File: config.mk
export PLATFORM = sky130hd
export DESIGN_NAME = bram_port_master_flat
export DESIGN_NICKNAME = d
export VERILOG_FILES = /design/src/rtl/bram_port_master_if.sv /design/src/rtl/bram_port_master.sv /design/src/flat_wrapper.sv
export SDC_FILE = /design/constraint.sdc
export NUM_CORES = 1
export LEC_CHECK = 0
export BUFFER_PORTS_ARGS = -buffer_cell sky130_fd_sc_hd__buf_2
export CAP_MARGIN = 10
export CORE_MARGIN = 4
export CORE_UTILIZATION = 25
export CTS_CLUSTER_DIAMETER = 60
export CTS_CLUSTER_SIZE = 30
export DETAILED_ROUTE_END_ITERATION = 16
export SYNTH_ARGS = -nofsm -noshare
export SYNTH_HDL_FRONTEND = slang
export SYNTH_SLANG_ARGS = --single-unit
File: constraint.sdc
create_clock -name i_clk -period 3.6 [get_ports i_clk]
set_input_delay 0.18 -clock i_clk [delete_from_list [all_inputs] [get_ports i_clk]]
set_output_delay 0.18 -clock i_clk [all_outputs]
set_load 0.02 [all_outputs]
File: src/rtl/bram_port_master_if.sv
// Request/response/RAM-pin bundle for bram_port_master.
// The master modport is the controller; the slave modport is its environment (pipeline stage + RAM).
interface bram_port_master_if #(
  parameter int DATA_WIDTH = 32,
  parameter int ADDR_WIDTH = 10
);
  logic                    req_valid;
  logic                    req_ready;
  logic                    req_we;
  logic [DATA_WIDTH/8-1:0] req_wstrb;
  logic [ADDR_WIDTH-1:0]   req_addr;
  logic [DATA_WIDTH-1:0]   req_wdata;
  logic                    rsp_valid;
  logic                    rsp_ready;
  logic [DATA_WIDTH-1:0]   rsp_rdata;
  logic                    ram_en;
  logic                    ram_we;
  logic [ADDR_WIDTH-1:0]   ram_addr;
  logic [DATA_WIDTH-1:0]   ram_di;
  logic [DATA_WIDTH-1:0]   ram_dout;

  modport master (
    input  req_valid, req_we, req_wstrb, req_addr, req_wdata, rsp_ready, ram_dout,
    output req_ready, rsp_valid, rsp_rdata, ram_en, ram_we, ram_addr, ram_di
  );

  modport slave (
    output req_valid, req_we, req_wstrb, req_addr, req_wdata, rsp_ready, ram_dout,
    input  req_ready, rsp_valid, rsp_rdata, ram_en, ram_we, ram_addr, ram_di
  );
endinterface

File: src/rtl/bram_port_master.sv
// Load/store front end for a single-port read-first BRAM; partial stores become read-modify-write.
// state    | meaning
// S_IDLE   | accept requests; loads/full stores issue directly, partial stores issue their read
// S_RMW_WR | write back the merged word of a partial store; requests blocked
module bram_port_master #(
  parameter int DATA_WIDTH = 32,
  parameter int ADDR_WIDTH = 10
) (
  input  logic                i_clk,
  input  logic                i_rst,
  bram_port_master_if.master  bus
);
  localparam int NB = DATA_WIDTH / 8;

  typedef enum logic {S_IDLE, S_RMW_WR} state_t;

  state_t                r_state;
  state_t                w_state_nxt;
  logic                  r_inflight;
  logic                  w_inflight_nxt;
  logic [DATA_WIDTH-1:0] r_fifo [2];
  logic                  r_rd_ptr;
  logic                  r_wr_ptr;
  logic [1:0]            r_count;
  logic [ADDR_WIDTH-1:0] r_addr;
  logic [DATA_WIDTH-1:0] r_wdata;
  logic [NB-1:0]         r_wstrb;

  logic                  w_rsp_valid;
  logic                  w_pop;
  logic                  w_push;
  logic                  w_credit;
  logic                  w_req_ready;
  logic                  w_latch;
  logic [DATA_WIDTH-1:0] w_merge;

  assign w_rsp_valid = !i_rst && (r_count != 2'd0);
  assign w_pop       = w_rsp_valid && bus.rsp_ready;
  assign w_push      = r_inflight;
  // A load needs a guaranteed FIFO slot for when its data lands two cycles later.
  assign w_credit    = (({1'b0, r_count} + {2'b00, r_inflight}) < 3'd2) || w_pop;

  assign bus.rsp_valid = w_rsp_valid;
  assign bus.rsp_rdata = r_fifo[r_rd_ptr];
  assign bus.req_ready = w_req_ready;

  always_comb begin
    w_merge = '0;
    for (int i = 0; i < NB; i++) begin
      w_merge[8*i +: 8] = r_wstrb[i] ? r_wdata[8*i +: 8] : bus.ram_dout[8*i +: 8];
    end
  end

  always_comb begin
    w_state_nxt    = r_state;
    w_inflight_nxt = 1'b0;
    w_latch        = 1'b0;
    w_req_ready    = 1'b0;
    bus.ram_en     = 1'b0;
    bus.ram_we     = 1'b0;
    bus.ram_addr   = '0;
    bus.ram_di     = '0;
    case (r_state)
      S_IDLE: begin
        w_req_ready = bus.req_we || w_credit;
        if (bus.req_valid && w_req_ready) begin
          if (!bus.req_we) begin
            bus.ram_en     = 1'b1;
            bus.ram_addr   = bus.req_addr;
            w_inflight_nxt = 1'b1;
          end else if (&bus.req_wstrb) begin
            bus.ram_en   = 1'b1;
            bus.ram_we   = 1'b1;
            bus.ram_addr = bus.req_addr;
            bus.ram_di   = bus.req_wdata;
          end else if (|bus.req_wstrb) begin
            bus.ram_en   = 1'b1;
            bus.ram_addr = bus.req_addr;
            w_latch      = 1'b1;
            w_state_nxt  = S_RMW_WR;
          end
        end
      end
      S_RMW_WR: begin
        bus.ram_en   = 1'b1;
        bus.ram_we   = 1'b1;
        bus.ram_addr = r_addr;
        bus.ram_di   = w_merge;
        w_state_nxt  = S_IDLE;
      end
      default: w_state_nxt = S_IDLE;
    endcase
    // Reset blocks RAM access immediately, which also drops a pending RMW write.
    if (i_rst) begin
      w_state_nxt    = S_IDLE;
      w_inflight_nxt = 1'b0;
      w_latch        = 1'b0;
      w_req_ready    = 1'b0;
      bus.ram_en     = 1'b0;
      bus.ram_we     = 1'b0;
      bus.ram_addr   = '0;
      bus.ram_di     = '0;
    end
  end

  always_ff @(posedge i_clk) begin
    if (i_rst) begin
      r_state    <= S_IDLE;
      r_inflight <= 1'b0;
      r_rd_ptr   <= 1'b0;
      r_wr_ptr   <= 1'b0;
      r_count    <= 2'd0;
      r_addr     <= '0;
      r_wdata    <= '0;
      r_wstrb    <= '0;
    end else begin
      r_state    <= w_state_nxt;
      r_inflight <= w_inflight_nxt;
      if (w_latch) begin
        r_addr  <= bus.req_addr;
        r_wdata <= bus.req_wdata;
        r_wstrb <= bus.req_wstrb;
      end
      if (w_push) r_wr_ptr <= ~r_wr_ptr;
      if (w_pop)  r_rd_ptr <= ~r_rd_ptr;
      if (w_push && !w_pop)      r_count <= r_count + 2'd1;
      else if (w_pop && !w_push) r_count <= r_count - 2'd1;
    end
  end

  always_ff @(posedge i_clk) begin
    if (!i_rst && w_push) r_fifo[r_wr_ptr] <= bus.ram_dout;
  end
endmodule
File: src/flat_wrapper.sv
// flat-port wrapper written by rule: the top's interface ports become plain ports
module bram_port_master_flat 
#(
  parameter int DATA_WIDTH = 32,
  parameter int ADDR_WIDTH = 10
)
  (i_clk, i_rst, bus_req_valid, bus_req_we, bus_req_wstrb, bus_req_addr, bus_req_wdata, bus_rsp_ready, bus_ram_dout, bus_req_ready, bus_rsp_valid, bus_rsp_rdata, bus_ram_en, bus_ram_we, bus_ram_addr, bus_ram_di);
  bram_port_master_if #(.DATA_WIDTH(DATA_WIDTH), .ADDR_WIDTH(ADDR_WIDTH)) bus_i ();
  input  logic i_clk;
  input  logic i_rst;
  input wire logic [$bits(bus_i.req_valid)-1:0] bus_req_valid;
  input wire logic [$bits(bus_i.req_we)-1:0] bus_req_we;
  input wire logic [$bits(bus_i.req_wstrb)-1:0] bus_req_wstrb;
  input wire logic [$bits(bus_i.req_addr)-1:0] bus_req_addr;
  input wire logic [$bits(bus_i.req_wdata)-1:0] bus_req_wdata;
  input wire logic [$bits(bus_i.rsp_ready)-1:0] bus_rsp_ready;
  input wire logic [$bits(bus_i.ram_dout)-1:0] bus_ram_dout;
  output wire logic [$bits(bus_i.req_ready)-1:0] bus_req_ready;
  output wire logic [$bits(bus_i.rsp_valid)-1:0] bus_rsp_valid;
  output wire logic [$bits(bus_i.rsp_rdata)-1:0] bus_rsp_rdata;
  output wire logic [$bits(bus_i.ram_en)-1:0] bus_ram_en;
  output wire logic [$bits(bus_i.ram_we)-1:0] bus_ram_we;
  output wire logic [$bits(bus_i.ram_addr)-1:0] bus_ram_addr;
  output wire logic [$bits(bus_i.ram_di)-1:0] bus_ram_di;
  assign bus_i.req_valid = bus_req_valid;
  assign bus_i.req_we = bus_req_we;
  assign bus_i.req_wstrb = bus_req_wstrb;
  assign bus_i.req_addr = bus_req_addr;
  assign bus_i.req_wdata = bus_req_wdata;
  assign bus_i.rsp_ready = bus_rsp_ready;
  assign bus_i.ram_dout = bus_ram_dout;
  assign bus_req_ready = bus_i.req_ready;
  assign bus_rsp_valid = bus_i.rsp_valid;
  assign bus_rsp_rdata = bus_i.rsp_rdata;
  assign bus_ram_en = bus_i.ram_en;
  assign bus_ram_we = bus_i.ram_we;
  assign bus_ram_addr = bus_i.ram_addr;
  assign bus_ram_di = bus_i.ram_di;
  bram_port_master #(.DATA_WIDTH(DATA_WIDTH), .ADDR_WIDTH(ADDR_WIDTH)) u_core (.i_clk(i_clk), .i_rst(i_rst), .bus(bus_i));
endmodule
==> flow_summary.toml, run 1 <==
[status]
status = "complete, no violations"

[cells_and_area]
num-nets-final = 774
fin_cells = 983
layout-drive-gt1-share_pct = 41.96
diodes = 0
fillers = 2227
stdcell_area_sq_um = 7560
syn_to_final_growth_pct = 36.05

[sta]
tns_ns = 0
fin_skew_ns = 0.009873
period_needed_ns = 2.412
slew_viol_final = 0
hold_violations = 0
setup_viol = 0
timing.final.crit_share_pct = 66.99
relSlewSlack_pct = 27.33
rsz0062_at_grt = "no"
worst_pin_slew_ns = 1.090
max_freq_mhz = 414.7

[placed_design]
gp_congestion = 0.7245
io_buffer_count = 160
place_hpwl_microns = 9665
place_inst = 913
dpl_cell_area_sq_um = 6535

[logic_synthesis]
yosys_warnings = 0
ys_types = 32
syn-num-nets = 599
synth.avg_cell_area_sq_um = 10.79
ys_seq_area_share_pct = 53.68
ys_ff_latch = 117
syn_area_sq_um = 5557
syn_inst = 515

[routing]
vias = 4341
dr.pass1.iters = 4
ant_nets = 0
wire_per_inst_microns = 15.36
viasPerCell = 4.416
drc = 0
drt-initial-drc-count = 152
finalWirelength_microns = 15100

[power_and_ir_drop]
p_leak_nw = 2.877
power_density_nw_per_um2 = 485.8
peakVddDrop_uv = 238.1

[critical_path]
ff2ff_setup_slack_ns = 1.46
worst_ep_required_time_ns = 3.42
endpoint_kind = "output port"
reg2regPathDepth = 4
crit_family = "compound AO/OA/AOI/OAI gates"
cpMaxStageDelayCell = "a31oi_1"
path_common_cell = "buf_2"
crit_path_max_incr_delay_ns = 0.71
path_class = "input pin to output port"
crit_start = "bus_req_we"
worstPathArrival_ns = 2.23
crit_fanout = 11
timing.critical_path.buf_inv = 3
r2r_end = "u_core.r_wdata[15]"
start_kind = "input pin"
cp_cell_sequence = "dlygate4sd3_1 -> buf_2 -> a211o_1 -> a31oi_1 -> nor3_1 -> buf_2"
r2r_start = "u_core.r_state"

[worst_hold_path]
hp-start = "bus_req_wdata[27]"
min_path_cells = 3
min_path_type = "input pin to flop"
min_to = "u_core.r_wdata[27]"

[clock_network]
post_cts_buffers = 0
hold_buffers = 38
ctsResizeCount = 0
cts_tree = "yes"
cts_sinks = 117
cts_max_level = 4
path_clk_slew_ns = 0.06
insertion_delay_ns = 0.41
cts-root-buf = "clkbuf_16"
cts.path.max_buffers = 2
cts_buffers = 17

[floorplan]
dieHeight_microns = 157.1
ios = 161
row_count = 54
die_w_microns = 157.1
start_util_pct = 25.46
coreArea_sq_um = 21820
dieArea_sq_um = 24680

[global_route]
grt_max_degree = 94
grt_pass1_wl_microns = 23430
overflow = 0
track_usage_pct = 12.25
antenna_found_initial = 0
grt_pass1_vias = 4277

[run]
max_cap_violations = 0
-- Yosys cell counts --
| cell | instances | area share [%] |
|---|---|---|
| a211o_1 | 1 | 0.16 |
| a21oi_1 | 34 | 3.1 |
| a31oi_1 | 1 | 0.11 |
| and3_1 | 2 | 0.23 |
| and4_1 | 1 | 0.16 |
| buf_1 | 7 | 0.47 |
| buf_2 | 1 | 0.090 |
| buf_6 | 8 | 1.6 |
| clkbuf_1 | 32 | 2.2 |
| dfxtp_1 | 53 | 19 |
| edfxtp_1 | 64 | 35 |
| ha_1 | 1 | 0.23 |
| inv_1 | 2 | 0.14 |
| mux2_2 | 64 | 13 |
| mux2i_1 | 10 | 1.8 |
| nand2_1 | 80 | 5.4 |
| nand3_1 | 44 | 4.0 |
| nand3_2 | 2 | 0.36 |
| nand3b_1 | 32 | 4.3 |
| nor2_1 | 7 | 0.47 |
| nor3_1 | 10 | 0.90 |
| nor3b_1 | 3 | 0.41 |
| nor4_1 | 1 | 0.11 |
| o21ai_0 | 1 | 0.090 |
| o21ai_1 | 22 | 2.0 |
| o21ai_2 | 24 | 3.8 |
| o21ba_2 | 1 | 0.18 |
| or3_1 | 1 | 0.11 |
| or3b_1 | 1 | 0.16 |
| or4b_4 | 1 | 0.25 |
| xnor2_1 | 1 | 0.16 |
| xor2_1 | 3 | 0.47 |
-- worst max-delay path by stage --
stage / to / cells after the start
floorplan: u_core.r_fifo[0][0] / 3
global placement: u_core.r_wstrb[1] / 5
detailed placement: u_core.r_wdata[15] / 5
CTS: bus_ram_addr[9] / 4
global route: bus_ram_addr[4] / 4
finish: bus_ram_addr[4] / 6
-- worst reg2reg max path: cells and delay by family, from the launching register on --
| kind | cells | cell delay, ns |
|---|---|---|
| AO/OA/AOI/OAI | 1 | 0.07 |
| flip-flops | 1 | 0.31 |
| AND/OR/NAND/NOR | 3 | 1.61 |
-- logic make-up (layout without fill, tap and decap cells) --
family,after synthesis,count (layout),share of synthesized area (%)
AO/OA/AOI/OAI,84,84,9.367
XOR/XNOR,4,4,0.6306
adder cells (fa/ha/maj),1,1,0.2251
buffers and inverters,50,238,4.481
flip-flops,117,117,53.68
multiplexers,74,74,14.77
AND/OR/NAND/NOR,185,185,16.84
-- layout by cell type (no fill, tap or decap), types with 2 or more instances in the layout --
master,Yosys,routed
dfxtp_2,0,2
xor2_1,3,3
buf_2,1,160
o21ai_1,22,22
edfxtp_1,64,64
nor3_1,10,10
clkinvlp_4,0,3
dlygate4sd3_1,0,38
clkinv_2,0,2
o21ai_2,24,24
nor3b_1,3,2
clkbuf_8,0,3
nand2_1,80,80
bufinv_16,0,4
nand3_1,44,44
mux2i_1,10,10
clkbuf_16,0,17
a21oi_1,34,34
dfxtp_1,53,51
nand3_2,2,2
and3_2,0,2
mux2_2,64,64
clkinv_4,0,3
nor2_1,7,7
buf_4,0,5
nand3b_1,32,32
-- metrics by stage --
stage / hold slack (ns) / util (%) / worst slack (ns) / power, mW
2_1_floorplan: 0.2561 / - / 0.2013 / 1.708
3_3_place_gp: 0.3823 / 29.95 / 1.252 / 1.834
3_5_place_dp: 0.3862 / 29.95 / 1.232 / 1.839
4_1_cts: 0.0004714 / 34.64 / 1.179 / 3.733
5_1_grt: 0.01190 / 34.64 / 1.036 / 3.827
6_report: 0.01892 / 34.64 / 1.188 / 3.672
-- state kept, by name (all words and copies together) (netlist names), named ones only --
| signal | flops |
|---|---|
| u_core.r_inflight | 1 |
| u_core.r_wdata | 32 |
| u_core.r_wstrb | 4 |
| u_core.r_count | 2 |
| u_core.r_addr | 10 |
| u_core.r_rd_ptr | 1 |
| u_core.r_state | 1 |
| u_core.r_wr_ptr | 1 |
| u_core.r_fifo | 64 |
-- final cells by class --
class	instances	area [sq um]	area share, %
inverters	2	8.758	0.1159
flip-flops and latches	117	2985	39.49
clock inverters	11	173.9	2.301
well taps	280	350.3	4.634
clock buffers	21	470.5	6.223
repair buffers	204	1239	16.39
multi-input cells	348	2332	30.85
-- power by group --
| part | internal (mW) | leakage (nW) | total [mW] | switching (mW) |
|---|---|---|---|---|
| Sequential | 1.44 | 1.01 | 1.47 | 0.0308 |
| Clock | 1.22 | 0.305 | 1.84 | 0.620 |
| Combinational | 0.166 | 1.56 | 0.366 | 0.200 |
-- layer usage --
| metal | wire length, microns | global-route usage [%] | vias up |
|---|---|---|---|
| met5 | 0 | 0 | - |
| met4 | 198 | 4.097 | 0 |
| met3 | 675 | 2.750 | 12 |
| met2 | 7300 | 20.05 | 103 |
| met1 | 6922 | 16.10 | 2015 |
| li1 | - | - | 2211 |
Note: power is estimated with default switching activity, not from simulation.
==> run 2, diff against run 1 <==
==> constraint.sdc (replaced) <==
create_clock -name i_clk -period 2.41 [get_ports i_clk]
set_input_delay 0.1205 -clock i_clk [delete_from_list [all_inputs] [get_ports i_clk]]
set_output_delay 0.1205 -clock i_clk [all_outputs]
set_load 0.02 [all_outputs]
==> flow_summary.toml, run 2 (same netlist as run 1, synthesis figures left out) <==
[sta]
fin_skew_ns = 0.01060
timing.final.crit_share_pct = 93.50
timing.final.ws_setup_ns = 0.1567
slew_viol_final = 0
tns_ns = 0
rsz0062_at_grt = "no"
whs_ns = 0.1029
max_freq_mhz = 443.8
hold_violations = 0
relSlewSlack_pct = 48.61
worst_pin_slew_ns = 0.7708
setup_viol = 0
period_needed_ns = 2.253

[clock_network]
cts_tree = "yes"
cts.path.max_buffers = 2
cts_buffers = 17
insertion_delay_ns = 0.40
post_cts_buffers = 0
cts_sinks = 117
path_clk_slew_ns = 0.06
cts-root-buf = "clkbuf_16"
cts_max_level = 4

[cells_and_area]
num-nets-final = 824
top_regs = "u_core.r_fifo (64), u_core.r_wdata (32), u_core.r_addr (10)"
diodes = 0
fin_cells = 1033
largest_register_ff_count = 64
fillers = 2151
layout_common_cells = "buf_2 (160), nand2_1 (80), dlygate4sd3_1 (79)"
syn_to_final_growth_pct = 43.89
top_register = "u_core.r_fifo"
layout-drive-gt1-share_pct = 39.97
layout_commonest_cell = "buf_2"

[routing]
drt-initial-drc-count = 117
finalWirelength_microns = 15360
top_layer_used = "met4"
ant_nets = 0
vias = 4551
viasPerCell = 4.406
wl_met2_microns = 7403
wire_per_inst_microns = 14.87
drt-met1-wl_microns = 7006
drc = 0
dr.pass1.iters = 7
wl_met3_microns = 788

[placed_design]
place_hpwl_microns = 10270
place_inst = 922
place_ws_ns = 0.4470
io_buffer_count = 160
gp_congestion = 0.7283

[floorplan]
ios = 161
row_count = 54
coreArea_sq_um = 21820
die_w_microns = 157.1
dieHeight_microns = 157.1
dieArea_sq_um = 24680
start_util_pct = 25.46

[critical_path]
crit_fanout = 15
timing.critical_path.buf_inv = 4
r2r_start = "u_core.r_state"
worst_ep_required_time_ns = 2.29
start_kind = "input pin"
cpMaxStageDelayCell = "dlygate4sd3_1"
reg2regPathDepth = 5
cp_cell_sequence = "dlygate4sd3_1 -> buf_2 -> and4_1 -> and3_2 -> buf_4 -> nand3b_1 -> a21oi_1 -> buf_2"
cp_num_cells = 8
r2r_end = "u_core.r_wdata[15]"
worstPathArrival_ns = 2.13
crit_family = "buffers and inverters"
crit_path_max_incr_delay_ns = 0.53
endpoint_kind = "output port"
path_common_cell = "buf_2"
path_class = "input pin to output port"
ff2ff_setup_slack_ns = 0.45

[power_and_ir_drop]
swShare_pct = 22.75
p_leak_nw = 3.086
power_frac_comb_pct = 11.7
peakVddDrop_uv = 351.6
power.switching_mw = 1.226
p_clk_share_pct = 47.8
seqPwrFrac_pct = 40.5
p_total_mw = 5.389
power_density_nw_per_um2 = 674.0
cellInternalPower_mw = 4.163

[global_route]
overflow = 0
grt_pass1_vias = 4641
grt_max_degree = 78
grt_pass1_wl_microns = 24230
track_usage_pct = 12.58
antenna_found_initial = 0

[status]
status = "complete, no violations"

[worst_hold_path]
min_path_cells = 3
min_to = "u_core.r_inflight"
min_path_type = "input pin to flop"
hp-start = "bus_req_valid"

[run]
max_cap_violations = 0
-- run 2: layout make-up --
type	instances	area (sq um)	area share, %
timing repair buffer	254	1717	21.47
inverter	2	8.758	0.1095
multi-input combinational	348	2338	29.25
sequential	117	2985	37.34
clock buffer	19	432.9	5.415
tap	280	350.3	4.382
clock inverter	13	162.7	2.034
-- run 2: power groups by stage --
stage	sequential (mW)	clock, mW	combinational, mW
2_1_floorplan	2.21	0	0.343
3_3_place_gp	2.22	0	0.531
3_5_place_dp	2.22	0	0.536
4_1_cts	2.18	2.65	0.638
5_1_grt	2.19	2.74	0.690
6_report	2.18	2.58	0.629
-- run 2: metrics by stage --
| step | util, % | instance area, sq um |
|---|---|---|
| after global placement | 30.28 | 6609 |
| after floorplan | - | 5562 |
| final | 36.64 | 7995 |
| after detailed placement | 30.28 | 6609 |
| after global routing | 36.64 | 7995 |
| after CTS | 36.64 | 7995 |
-- run 2: layer usage --
layer	up-vias	global-route usage [%]
li1	2311	-
met1	2116	16.16
met2	116	20.93
met3	8	3.189
met4	0	3.851
met5	-	0
-- run 2: repair_timing --
item / in CTS / in global routing
gates resized for setup: 0 / 0
hold endpoints to repair: 111 / 0
hold buffers: 79 / 0
-- run 2: how the worst max path moves through the flow --
stage	from	endpoint	slack (ns)
floorplan	i_rst	u_core.r_fifo[0][0]	0.21
global route	bus_req_wstrb[2]	bus_ram_di[18]	0.04
detailed placement	i_rst	u_core.r_wdata[11]	0.45
finish	bus_req_wstrb[2]	bus_ram_di[31]	0.16
global placement	i_rst	u_core.r_wdata[19]	0.47
CTS	bus_req_wstrb[3]	bus_ram_di[31]	0.11
-- run 2: tightest hold or removal path: stages --
cell	delay [ns]
buf_2	0.11
or3b_1	0.18
nor3b_1	0.05
